<file path="src/rtl/vector_pkg.sv">
// Shared types and defaults for the vector display blocks.
package vector_pkg;

  localparam int VLG_CH_WIDTH = 8;
  localparam int VLG_STEP_DIV = 100;

  typedef enum logic [1:0] {
    IDLE = 2'd0,
    DRAW = 2'd1,
    DONE = 2'd2
  } vlg_state_t;

endpackage

</file>
<file path="src/rtl/step_tick_gen.sv">
// Clock-enable tick generator: one tick every STEP_DIV enabled cycles.
// Tick is combinational from the counter; enable=0 freezes the count, clear restarts it.
module step_tick_gen #(
  parameter int STEP_DIV  = 100,
  parameter int DIV_WIDTH = $clog2(STEP_DIV + 1)
) (
  input  logic clk,
  input  logic rst,
  input  logic enable,
  input  logic clear,
  output logic tick
);

  if (STEP_DIV < 1) begin : g_bad_div
    $error("step_tick_gen: STEP_DIV must be >= 1");
  end

  localparam logic [DIV_WIDTH-1:0] LAST = DIV_WIDTH'(STEP_DIV - 1);
  localparam logic [DIV_WIDTH-1:0] INC  = DIV_WIDTH'(1);

  logic [DIV_WIDTH-1:0] cnt_q, cnt_d;

  always_comb begin
    cnt_d = cnt_q;
    tick  = 1'b0;
    if (clear) begin
      cnt_d = '0;
    end else if (enable) begin
      if (cnt_q == LAST) begin
        cnt_d = '0;
        tick  = 1'b1;
      end else begin
        cnt_d = cnt_q + INC;
      end
    end
  end

  always_ff @(posedge clk) begin
    if (rst) cnt_q <= '0;
    else     cnt_q <= cnt_d;
  end

endmodule

</file>
<file path="src/rtl/vector_line_gen.sv">
// Bresenham line stepper for the X/Y DAC channels; one segment per valid/ready transfer.
// Position moves one pixel per step tick; seg_ready only in IDLE, so a segment is accepted every (steps+1)*STEP_DIV+2 cycles at best.
module vector_line_gen
  import vector_pkg::*;
#(
  parameter int CH_WIDTH  = VLG_CH_WIDTH,
  parameter int STEP_DIV  = VLG_STEP_DIV,
  parameter int DIV_WIDTH = $clog2(STEP_DIV + 1)
) (
  input  logic                clk,
  input  logic                rst,
  input  logic                enable,
  input  logic                seg_valid,
  output logic                seg_ready,
  input  logic [CH_WIDTH-1:0] x0,
  input  logic [CH_WIDTH-1:0] y0,
  input  logic [CH_WIDTH-1:0] x1,
  input  logic [CH_WIDTH-1:0] y1,
  output logic [CH_WIDTH-1:0] x_ch,
  output logic [CH_WIDTH-1:0] y_ch,
  output logic                beam_on,
  output logic                busy,
  output logic                done
);

  localparam int EW = CH_WIDTH + 2;
  localparam logic [CH_WIDTH-1:0] ONE = CH_WIDTH'(1);

  vlg_state_t state_q, state_d;
  logic [CH_WIDTH-1:0] x_q, x_d, y_q, y_d, xe_q, xe_d, ye_q, ye_d;
  logic [CH_WIDTH-1:0] dx_q, dx_d, dy_q, dy_d;   // dy_q holds |dy|
  logic sx_neg_q, sx_neg_d, sy_neg_q, sy_neg_d;
  logic signed [EW-1:0] err_q, err_d, err_acc, dx_a, dy_a;
  logic signed [EW:0]   e2, dx_c, dy_c;
  logic xfer, tick, at_end, step_x, step_y;

  step_tick_gen #(
    .STEP_DIV  (STEP_DIV),
    .DIV_WIDTH (DIV_WIDTH)
  ) u_tick (
    .clk    (clk),
    .rst    (rst),
    .enable (enable),
    .clear  (xfer),
    .tick   (tick)
  );

  assign seg_ready = (state_q == IDLE);
  assign xfer      = seg_valid && seg_ready;
  assign at_end    = (x_q == xe_q) && (y_q == ye_q);

  // Two guard bits keep err and 2*err exact for a full-scale 0 -> 2^W-1 run.
  assign dx_a   = $signed({2'b00, dx_q});
  assign dy_a   = -$signed({2'b00, dy_q});
  assign dx_c   = {dx_a[EW-1], dx_a};
  assign dy_c   = {dy_a[EW-1], dy_a};
  assign e2     = {err_q, 1'b0};
  assign step_x = (e2 >= dy_c);
  assign step_y = (e2 <= dx_c);

  always_comb begin
    state_d  = state_q;
    x_d      = x_q;
    y_d      = y_q;
    xe_d     = xe_q;
    ye_d     = ye_q;
    dx_d     = dx_q;
    dy_d     = dy_q;
    sx_neg_d = sx_neg_q;
    sy_neg_d = sy_neg_q;
    err_d    = err_q;
    err_acc  = err_q;
    case (state_q)
      IDLE: begin
        if (xfer) begin
          x_d      = x0;
          y_d      = y0;
          xe_d     = x1;
          ye_d     = y1;
          dx_d     = (x1 >= x0) ? (x1 - x0) : (x0 - x1);
          dy_d     = (y1 >= y0) ? (y1 - y0) : (y0 - y1);
          sx_neg_d = (x1 < x0);
          sy_neg_d = (y1 < y0);
          err_d    = $signed({2'b00, dx_d}) - $signed({2'b00, dy_d});
          state_d  = DRAW;
        end
      end
      DRAW: begin
        if (tick) begin
          if (at_end) begin
            state_d = DONE;
          end else begin
            if (step_x) begin
              err_acc = err_acc + dy_a;
              x_d     = sx_neg_q ? (x_q - ONE) : (x_q + ONE);
            end
            if (step_y) begin
              err_acc = err_acc + dx_a;
              y_d     = sy_neg_q ? (y_q - ONE) : (y_q + ONE);
            end
            err_d = err_acc;
          end
        end
      end
      DONE:    state_d = IDLE;
      default: state_d = IDLE;
    endcase
  end

  always_ff @(posedge clk) begin
    if (rst) begin
      state_q  <= IDLE;
      x_q      <= '0;
      y_q      <= '0;
      xe_q     <= '0;
      ye_q     <= '0;
      dx_q     <= '0;
      dy_q     <= '0;
      sx_neg_q <= 1'b0;
      sy_neg_q <= 1'b0;
      err_q    <= '0;
    end else begin
      state_q  <= state_d;
      x_q      <= x_d;
      y_q      <= y_d;
      xe_q     <= xe_d;
      ye_q     <= ye_d;
      dx_q     <= dx_d;
      dy_q     <= dy_d;
      sx_neg_q <= sx_neg_d;
      sy_neg_q <= sy_neg_d;
      err_q    <= err_d;
    end
  end

  assign x_ch    = x_q;
  assign y_ch    = y_q;
  assign beam_on = (state_q == DRAW);
  assign busy    = (state_q != IDLE);
  assign done    = (state_q == DONE);

endmodule

</file>
<file path="config.mk">
export PLATFORM = sky130hd
export DESIGN_NAME = vector_line_gen
export DESIGN_NICKNAME = d
export VERILOG_FILES = /design/src/rtl/vector_pkg.sv /design/src/rtl/step_tick_gen.sv /design/src/rtl/vector_line_gen.sv
export SDC_FILE = /design/constraint.sdc
export NUM_CORES = 1
export LEC_CHECK = 0
export BUFFER_PORTS_ARGS = -buffer_cell sky130_fd_sc_hd__clkbuf_2
export CORE_ASPECT_RATIO = 1.4
export CORE_MARGIN = 5
export CORE_UTILIZATION = 37
export CTS_CLUSTER_SIZE = 25
export DETAILED_ROUTE_END_ITERATION = 16
export GPL_TIMING_DRIVEN = 0
export SLEW_MARGIN = 15
export SYNTH_ARGS = -nofsm -noshare
export SYNTH_HDL_FRONTEND = slang
export SYNTH_SLANG_ARGS = --single-unit
export TNS_END_PERCENT = 5
</file>
<file path="constraint.sdc">
create_clock -name clk -period 14.3 [get_ports clk]
set_input_delay 2.86 -clock clk [delete_from_list [all_inputs] [get_ports clk]]
set_output_delay 2.86 -clock clk [all_outputs]
set_load 0.1 [all_outputs]
</file>
==> run_results.csv <==
group,metric,value,unit
status,status,"finished clean",
setup_path,path_cells,"clkbuf_2 -> inv_1 -> ha_1 -> fa_1 -> nand3b_1 -> a31oi_1 -> nor2_2 -> mux2i_1 -> inv_1 -> fa_1 -> nor2b_1 -> o21ai_0 -> a21boi_0 -> o31ai_1 -> a211oi_1 -> o31a_1 -> a31oi_1",
drt,routedWlPerCell,18.42,µm
yosys,synth_area_leaders,"dfxtp_1, ha_1, nand2_1",
floorplan,fp-row-count,58,
worst_hold_path,hold_path_depth,2,
timing,layout_min_cycle_time,6.749,ns
setup_path,crit_path_start,"x1[0]",
setup_path,crit_type,"in2reg",
drt,drt_pass1_iterations,5,
timing,finalHoldViolCount,0,
global_routing,antenna_found_initial,0,
floorplan,core_area,0.01792,mm²
yosys,synth_edf_count,0,
setup_path,crit_required,14.53,ns
clock_tree,cts_root_buffer,"clkbuf_16",
setup_path,cp-end-kind,"register",
drt,vias,6674,
worst_hold_path,hold_path_startpoint,"xe_q[2]$_SDFFE_PP0P_",
floorplan,dieArea,0.02106,mm²
worst_hold_path,holdCritPathClass,"reg2reg",
finish,drive_above_1_share,0.1011,
clock_tree,cts.reportedPaths.clkPinSlew,0.07,ns
pwr,p_seq_frac,0.218,
drt,route.detailed.drc,0,
pwr,switching_share,0.4582,
timing,relSlewSlack,0.3878,
clock_tree,clock_path_buffers,2,
pwr,p_sw,0.5081,mW
setup_path,slowest_stage,"mux2i_1",
timing,setup_viol,0,
yosys,syn_avg_cell_area,7.655,µm²
setup_path,r2r_setup_slack,8.81,ns
placement,place_inst,1175,
finish,layout.nets,1077,
clock_tree,cts.repair.resized,0,
drt,via_per_inst,5.608,
finish,finalNonFillerCells,1190,
yosys,synth_top_area_cell,"dfxtp_1",
timing,fin_tns_setup,0,ns
pwr,power_density,145.4,mW/mm²
placement,postPlaceCellArea,0.007315,mm²
yosys,yosys_warnings,0,
floorplan,die_h,169.7,µm
timing,timing.fmax,148.2,MHz
yosys,ys_seq_elements,69,
drt,drt_wl_total,21920,µm
yosys,yosys.cell_types.count,69,
placement,dp_hpwl,17350,µm
global_routing,grt_pass1_wl,34780,µm
pwr,combPwrFrac,0.557,
flow_run,drv_cap,0,
global_routing,grt_remaining_overflow,0,
pwr,ir_drop,0.08956,mV
setup_path,reg2regPathDepth,24,
clock_tree,cts_tree,"yes",
yosys,synth.cell_area,0.006744,mm²
timing,worstMarginPinSlew,0.9183,ns
clock_tree,ctsHoldBuffers,0,
worst_hold_path,holdPathEnd,"xe_q[2]$_SDFFE_PP0P_",
drt,drtAntennaViolNets,0,
yosys,yosysSeqAreaShare,0.2048,
timing,slew_violations,0,
setup_path,startpoint_type,"input pin",
finish,syn2layout_area_growth,13.12,%
timing,rsz0062_at_grt,"false",
setup_path,slowest_delay,0.47,ns
setup_path,r2r-start,"dy_q[0]$_SDFFE_PP0P_",
yosys,async_flop_share,0,
clock_tree,cts.sinks,69,
global_routing,grt_usage,0.2114,
floorplan,die_w,124.1,µm
pwr,clkPwrFrac,0.225,
placement,portBuffers,54,
global_routing,grt_pass1_vias,6809,
timing,post-route-period-util,0.4720,
global_routing,grt_max_degree,13,
finish,seq_area,0.001381,mm²
finish,fill_cells,1913,
setup_path,crit_fanout,7,
clock_tree,clk_latency,0.35,ns
floorplan,ios,56,
pwr,internal_power,0.6008,mW
yosys,syn-instance-count,881,
yosys,ys.flop_type,"dfxtp_1",
setup_path,critPathArrivalTime,6.98,ns
pwr,leakagePower,3.400,nW
floorplan,start_util,0.3762,
yosys,synth_top_cell_area_share,0.2048,
finish,antenna_cells,0,
finish,multi_input_area,0.004888,mm²
clock_tree,cts_setup_buffers,0,
finish,final_cell_area,0.007629,mm²
clock_tree,cts_buffers,9,
setup_path,timing.rr.end,"err_q[8]$_SDFFE_PP0P_",
clock_tree,h-tree-depth,3,
yosys,synth_nets,1012,
placement,finalWeightedCongestion,0.9498,
drt,drt_iter0_drc,437,
timing,fin_skew,0.008209,ns
-- state kept, by name, summed over array words and instances, names as in the netlist --
name	flops
sx_neg_q	1
x_ch	8
y_ch	8
ye_q	8
xe_q	8
dy_q	8
dx_q	8
u_tick.cnt_q	7
sy_neg_q	1
err_q	10
state_q	2
-- Yosys cell counts, drive strengths merged (5+ instances only) --
master  instances
xnor2          30
and2            8
nand2b          5
fa              9
mux2i          10
clkbuf         26
nand3          15
nand2          87
inv            85
nand4          12
a221oi          6
a21boi          6
nor2           64
nand3b          7
o21a           10
ha             86
a31oi          20
a21oi          58
dfxtp          69
a21o           10
xor2           25
or2             5
o31ai           6
or3            14
a211oi         18
a311oi          6
o21ai          53
o211ai         12
nor2b          13
a31o            5
and3           10
buf            10
nor4            7
nor3           24
-- critical path: cells and delay by family --
kind,cells,cell delay [ns]
AND/OR/NAND/NOR,3,0.55
AO/OA/AOI/OAI,7,1.71
adder cells (fa/ha/maj),3,1.08
multiplexers,1,0.47
buffers and inverters,3,0.29
-- final cells by class --
class                           instances  share of cell area
Tap cell                              240             0.03936
Sequential cell                        69              0.1811
Clock inverter                          6             0.01165
Timing Repair Buffer                   54             0.03543
Clock buffer                            9             0.02952
Inverter                               86             0.04232
Multi-Input combinational cell        690              0.6408
Buffer                                 36             0.01985
-- cells by family (layout without fill, tap and decap cells) --
family / after synthesis / count (layout) / share of synthesized area
adder cells (fa/ha/maj): 95 / 95 / 0.1863
XOR/XNOR: 55 / 55 / 0.07143
multiplexers: 11 / 11 / 0.01651
AO/OA/AOI/OAI: 251 / 251 / 0.2499
buffers and inverters: 122 / 191 / 0.07031
flip-flops: 69 / 69 / 0.2048
AND/OR/NAND/NOR: 278 / 278 / 0.2007
-- worst max path at each step --
stage / end / slack [ns] / depth (start not counted)
floorplan: err_q[9]$_SDFFE_PP0P_ / 8.37 / 16
global placement: err_q[9]$_SDFFE_PP0P_ / 7.34 / 17
detailed placement: err_q[9]$_SDFFE_PP0P_ / 7.36 / 17
CTS: err_q[9]$_SDFFE_PP0P_ / 7.70 / 17
global route: err_q[9]$_SDFFE_PP0P_ / 7.34 / 17
finish: err_q[9]$_SDFFE_PP0P_ / 7.55 / 17
-- power groups by stage --
stage	registers, mW	clock network [mW]	logic (mW)
after floorplan	0.278	0	0.429
final	0.242	0.249	0.618
after detailed placement	0.246	0	0.609
after global routing	0.246	0.257	0.679
after global placement	0.246	0	0.604
after CTS	0.242	0.249	0.614
-- through the flow --
step                hold slack (ns)  worst slack (ns)    util  power, mW
floorplan                    0.4478             8.366       -     0.7071
finish                       0.4654             7.551  0.4256      1.109
global route                 0.4839             7.341  0.4256      1.182
CTS                          0.4662             7.699  0.4256      1.105
detailed placement           0.4582             7.358  0.4081     0.8552
global placement             0.4546             7.344  0.4081     0.8500
-- layout by cell type (no fill, tap or decap), types with 7 or more instances in the layout --
cell type,n
clkbuf_16,9
a21o_1,10
xor2_1,25
xnor2_1,30
o21a_1,10
o21ai_0,51
a31oi_1,19
nand3b_1,7
nor3_1,24
or3_1,14
a21oi_1,56
fa_1,9
nor2b_1,13
and2_1,8
o211ai_1,12
buf_2,7
dfxtp_1,69
clkbuf_2,54
nand2_1,87
a211oi_1,18
clkbuf_1,26
nor2_1,62
inv_1,85
nand3_1,15
nand4_1,12
and3_1,10
ha_1,86
mux2i_1,10
-- layer usage --
layer  up-vias  global-route usage  routed length, µm
met4         0              0.1025               1006
met3        63             0.02334                672
met2       164              0.3856              11380
met1      3157              0.2402               8858
li1       3290                   -                  -
met5         -                   0                  0
(Power assumes the default switching activity.)
